### src/rtl/irq_ctrl_pkg.sv
// irq_ctrl_pkg -- shared types for the interrupt controller.
//   NUM_IRQ      number of interrupt sources
//   irq_state_t  controller FSM state
//   irq_cause_t  one-hot cause / per-source bit vector
//   lowest_one() priority pick, bit 0 highest
package irq_ctrl_pkg;

  localparam int NUM_IRQ = 4;

  typedef enum logic {
    IRQ_IDLE = 1'b0,
    IRQ_REQ  = 1'b1
  } irq_state_t;

  typedef logic [NUM_IRQ-1:0] irq_cause_t;

  // One-hot of the lowest set bit; zero in -> zero out.
  function automatic irq_cause_t lowest_one(input irq_cause_t v);
    irq_cause_t r;
    r = '0;
    for (int i = NUM_IRQ - 1; i >= 0; i--) begin
      if (v[i]) begin
        r    = '0;
        r[i] = 1'b1;
      end
    end
    return r;
  endfunction

endpackage

### src/rtl/irq_edge_detect.sv
// irq_edge_detect -- per-source rising-edge detector.
//   clock  in   sole clock
//   reset  in   synchronous active-high reset
//   din    in   raw request line
//   pulse  out  one-cycle pulse on a qualified 0->1 transition
// Macro IRQ_CTRL_SYNC_EN: inserts a 2-flop synchroniser ahead of the
// edge history.
module irq_edge_detect (
  input  logic clock,
  input  logic reset,
  input  logic din,
  output logic pulse
);

`ifdef IRQ_CTRL_SYNC_EN
  localparam int STAGES = 2;
  logic [1:0] sync_q;
  logic       din_s;

  always_ff @(posedge clock) begin
    if (reset) sync_q <= '0;
    else       sync_q <= {sync_q[0], din};
  end
  assign din_s = sync_q[1];
`else
  localparam int STAGES = 0;
  logic din_s;
  assign din_s = din;
`endif

  logic              hist;
  // vld_pipe fills with ones after reset; the top bit marks that hist
  // holds a genuine sample of src rather than its reset value, so a line
  // held high through reset is not mistaken for a fresh edge.
  logic [STAGES:0]   vld_pipe;

  always_ff @(posedge clock) begin
    if (reset) begin
      hist     <= 1'b0;
      vld_pipe <= '0;
    end else begin
      hist        <= din_s;
      vld_pipe[0] <= 1'b1;
      for (int k = 1; k <= STAGES; k++) vld_pipe[k] <= vld_pipe[k-1];
    end
  end

  assign pulse = din_s & ~hist & vld_pipe[STAGES];

endmodule

### src/rtl/irq_ctrl.sv
// irq_ctrl -- prioritised interrupt controller with a two-state
// request/acknowledge handshake.
//   clock    in   sole clock
//   reset    in   synchronous active-high reset
//   src      in   [NUM_IRQ] request lines, rising edge = one request
//   ie       in   [NUM_IRQ] per-source enable
//   ack      in   CPU acknowledge pulse
//   irq      out  interrupt request, high exactly while in IRQ_REQ
//   cause    out  [NUM_IRQ] one-hot source taken by the last ack in REQ
//   pending  out  [NUM_IRQ] latched request bits (unmasked view)
// Macro IRQ_CTRL_SYNC_EN: adds a 2-flop synchroniser per source
// (see irq_edge_detect).
module irq_ctrl
  import irq_ctrl_pkg::*;
(
  input  logic               clock,
  input  logic               reset,
  input  logic [NUM_IRQ-1:0] src,
  input  logic [NUM_IRQ-1:0] ie,
  input  logic               ack,
  output logic               irq,
  output irq_cause_t         cause,
  output logic [NUM_IRQ-1:0] pending
);

  logic [NUM_IRQ-1:0] rise;
  logic [NUM_IRQ-1:0] active;
  irq_cause_t         sel;
  logic [NUM_IRQ-1:0] clr;
  logic               take;
  irq_state_t         state, state_nxt;

  for (genvar gi = 0; gi < NUM_IRQ; gi++) begin : g_edge
    irq_edge_detect u_edge (
      .clock (clock),
      .reset (reset),
      .din   (src[gi]),
      .pulse (rise[gi])
    );
  end

  assign active = pending & ie;
  assign sel    = lowest_one(active);

  // state register
  always_ff @(posedge clock) begin
    if (reset) state <= IRQ_IDLE;
    else       state <= state_nxt;
  end

  // next state: REQ drops on any ack, or withdraws when ie masks
  // everything away before the CPU responds
  always_comb begin
    state_nxt = state;
    case (state)
      IRQ_IDLE: if (active != '0)         state_nxt = IRQ_REQ;
      IRQ_REQ:  if (ack || active == '0)  state_nxt = IRQ_IDLE;
      default:                            state_nxt = IRQ_IDLE;
    endcase
  end

  // outputs: an ack only counts in REQ; sel is zero for a spurious ack
  always_comb begin
    take = (state == IRQ_REQ) && ack;
    clr  = take ? sel : '0;
    irq  = (state == IRQ_REQ);
  end

  // set after clear, so a new edge coinciding with the clear wins
  always_ff @(posedge clock) begin
    if (reset) begin
      pending <= '0;
      cause   <= '0;
    end else begin
      pending <= (pending & ~clr) | rise;
      if (take) cause <= sel;
    end
  end

endmodule

### config.mk
export PLATFORM = sky130hd
export DESIGN_NAME = irq_ctrl
export DESIGN_NICKNAME = d
export VERILOG_FILES = /design/src/rtl/irq_ctrl_pkg.sv /design/src/rtl/irq_edge_detect.sv /design/src/rtl/irq_ctrl.sv
export SDC_FILE = /design/constraint.sdc
export NUM_CORES = 1
export LEC_CHECK = 0
export ABC_AREA = 0
export CAP_MARGIN = 20
export CORE_MARGIN = 4
export CORE_UTILIZATION = 43
export CTS_BUF_LIST = sky130_fd_sc_hd__clkbuf_4 sky130_fd_sc_hd__clkbuf_8 sky130_fd_sc_hd__clkbuf_16
export DETAILED_ROUTE_END_ITERATION = 12
export PLACE_DENSITY = 0.75
export SYNTH_ARGS = -nofsm -noshare
export SYNTH_HDL_FRONTEND = slang
export SYNTH_HIERARCHICAL = 1
export SYNTH_SLANG_ARGS = --single-unit
### constraint.sdc
create_clock -name clock -period 1.2 [get_ports clock]
set_input_delay 0.24 -clock clock [delete_from_list [all_inputs] [get_ports clock]]
set_output_delay 0.24 -clock clock [all_outputs]
set_load 0.01 [all_outputs]
==> impl_metrics.json <==
{
  "syn_nets": 73,
  "timing.rr.start": "pending[0]",
  "wirelength_um": 1100,
  "drtIter0Drc": 4,
  "fin_crit_ps": 1150,
  "critPathBufInv": 1,
  "core_area_um2": 1330,
  "place_area_um2": 885,
  "dieHeight_um": 46.1,
  "cp_num_cells": 1,
  "final_common_cell": "dfxtp_1",
  "synth_compound_area_share_pct": 10.4,
  "clock_power_share_pct": 29.7,
  "gp_congestion": 0.723,
  "clkTransAtPathRegs_ps": 90,
  "first_pass_iters": 4,
  "routedWlPerCell_um": 10.3,
  "dr_total_vias": 515,
  "final-seq-area_um2": 342,
  "yosysWarnings": 6,
  "syn2layout_area_growth_pct": 45.4,
  "dieWidth_um": 46.1,
  "crit_end": "pending[3]",
  "cp.required_ps": 960,
  "grt_pass1_vias": 422,
  "rsz0062_at_grt": "no",
  "cts_max_level": 1,
  "yosys.area_share.simple_pct": 29.5,
  "seqPwrFrac_pct": 56.4,
  "fillers": 129,
  "synthXorXnorAreaFrac_pct": 0,
  "crit_start": "pending[3]",
  "die_area_um2": 2120,
  "max_stage_delay_ps": 350,
  "synth.area.mux_share_pct": 0,
  "cts_tree": "yes",
  "drv_slew": 0,
  "final_area_um2": 906,
  "critPathLaunchType": "register",
  "drive_gt1_share_pct": 19.6,
  "reg2reg_to": "pending[3]",
  "route.detailed.vias_per_inst": 4.81,
  "p_leak_nw": 0.424,
  "critical-path-slowest-cell": "dfxtp_1",
  "grt_max_degree": 10,
  "overflow": 0,
  "synthDistinctLibCells": 19,
  "nNetsFinal": 104,
  "mostFrequentLayoutCells": "dfxtp_1 (16), clkdlybuf4s50_1 (10), buf_4 (9)",
  "seq_area_frac_synth_pct": 54.6,
  "portBuffers": 19,
  "power_density_nw_per_um2": 1180,
  "cts_max_path_buffers": 2,
  "fin_crit_sh_pct": 95.5,
  "multiInputGateArea_um2": 249,
  "hold_violations": 0,
  "boundaryPins": 20,
  "syn_inst": 62,
  "cts_setup_buffers": 0,
  "p_sw_mw": 0.234,
  "ff2ff_setup_slack_ps": 100,
  "grt_util_all_layers_pct": 11.2,
  "worstSkewPairLatency_ps": 280,
  "cts_made_buffers": 3,
  "path_cells": "dlygate4sd2_1",
  "arrival_ps": 910,
  "syn_area_um2": 623,
  "finClkSkew_ps": 6.19,
  "utilization_pct": 67.9,
  "hpwl_um": 900,
  "antenna_left": 0,
  "post-route-drc-count": 0,
  "critPathKind": "register to primary output",
  "ys_seq_elements": 17,
  "slew_headroom_pct": 83.6,
  "endpoint_kind": "primary output",
  "synth_fa_ha_area_share_pct": 0,
  "cts.sinks": 17,
  "synth_top_family_by_area": "simple AND/OR/NAND/NOR gates",
  "setup_viol": 0,
  "antenna_cells": 0,
  "path_delay_family": "flip-flops",
  "p_comb_share_pct": 13.9,
  "start_util_pct": 46.7,
  "switching_share_pct": 22.0,
  "hold_class": "register to register",
  "cap_viol_max_count": 0,
  "ir_drop_v": 0.000899,
  "num_rows": 13,
  "p_int_mw": 0.831,
  "max_freq_ghz": 0.873,
  "cts_root_buf": "clkbuf_4",
  "worstRegToRegCells": 4,
  "worst-slew-pin-transition_ps": 245,
  "grt_pass1_wl_um": 1690,
  "crit_fanout": 3,
  "status": "complete, no violations",
  "postSynthAreaPerCell_um2": 10.0,
  "antenna_found_initial": 0
}
state kept, by name (all words and copies together) (netlist names):
signal,flops
g_edge.u_edge/vld_pipe,4
irq,1
pending,4
g_edge.u_edge/hist,4
cause,4
worst register-to-register path, cell delays in order, from the launching register on:
cell	delay, ps
dfxtp_1	320
buf_4	140
a22oi_2	200
a41oi_1	150
o21ba_1	180
power by group through the flow:
stage                     Clock (mW)  Combinational, mW  Sequential (mW)
after floorplan                    0             0.0526            0.623
after detailed placement           0              0.157            0.615
after global placement             0              0.155            0.614
final                          0.316              0.148            0.601
after global routing           0.352              0.162            0.605
after CTS                      0.330              0.149            0.602
repair_timing:
item                       CTS  global route
resized for setup           10             1
hold endpoints to repair     0             0
hold buffers                 0             0
setup endpoints to repair    9             1
worst min path at each step:
stage / slack [ps] / end / depth (start not counted) / from
2_1_floorplan: 300 / g_edge[0].u_edge/vld_pipe / 1 / reset
3_3_place_gp: 440 / cause[3] / 2 / cause[3]
3_5_place_dp: 440 / cause[1] / 2 / cause[1]
4_1_cts: 460 / cause[1] / 2 / cause[1]
5_1_grt: 480 / cause[2] / 2 / cause[2]
6_report: 450 / cause[2] / 2 / cause[2]
synth_stat cells, drive strengths merged:
master | count | area, um2
o21ba | 1 | 10.0
inv | 5 | 18.8
a41oi | 1 | 8.76
nor3 | 2 | 20.0
nand2 | 8 | 30.0
a311oi | 1 | 8.76
and4b | 2 | 20.0
buf | 1 | 11.3
nand4 | 2 | 12.5
nand3 | 2 | 10.0
a22oi | 1 | 12.5
nand4bb | 1 | 11.3
nor2b | 4 | 25.0
and2 | 1 | 8.76
a21oi | 5 | 25.0
clkbuf | 1 | 3.75
and3b | 4 | 35.0
dfxtp | 17 | 340
nor2 | 3 | 11.3
per-layer routing:
| metal | global-route usage (%) | part of all wire, % |
|---|---|---|
| met1 | 12.9 | 45 |
| met2 | 18.7 | 46 |
| met3 | 2.34 | 7.1 |
| met4 | 6.82 | 2.3 |
| met5 | 0 | 0 |
area by class of cell:
| type | instances | share of cell area [%] |
|---|---|---|
| clock buffers | 4 | 3.31 |
| inverters | 5 | 2.07 |
| multi-input cells | 38 | 27.5 |
| flip-flops and latches | 17 | 37.7 |
| well taps | 15 | 2.07 |
| repair buffers | 28 | 27.3 |
per-stage QoR:
stage	setup TNS (ps)	power [mW]	hold slack, ps	setup WS, ps	std cells
6_report	0	1.07	450	54.4	107
5_1_grt	0	1.12	484	8.11	107
4_1_cts	0	1.08	455	34.8	107
3_5_place_dp	-808	0.772	444	-209	103
3_3_place_gp	-718	0.769	441	-186	103
2_1_floorplan	0	0.676	297	180	62
kinds of logic (layout without fill, tap and decap cells):
family | count (synthesis) | count (layout)
DFF | 17 | 17
AOI/OAI and AO/OA | 9 | 9
and+or+nand+nor | 29 | 29
buffers and inverters | 7 | 37
Power figures use the tool's default switching activity.
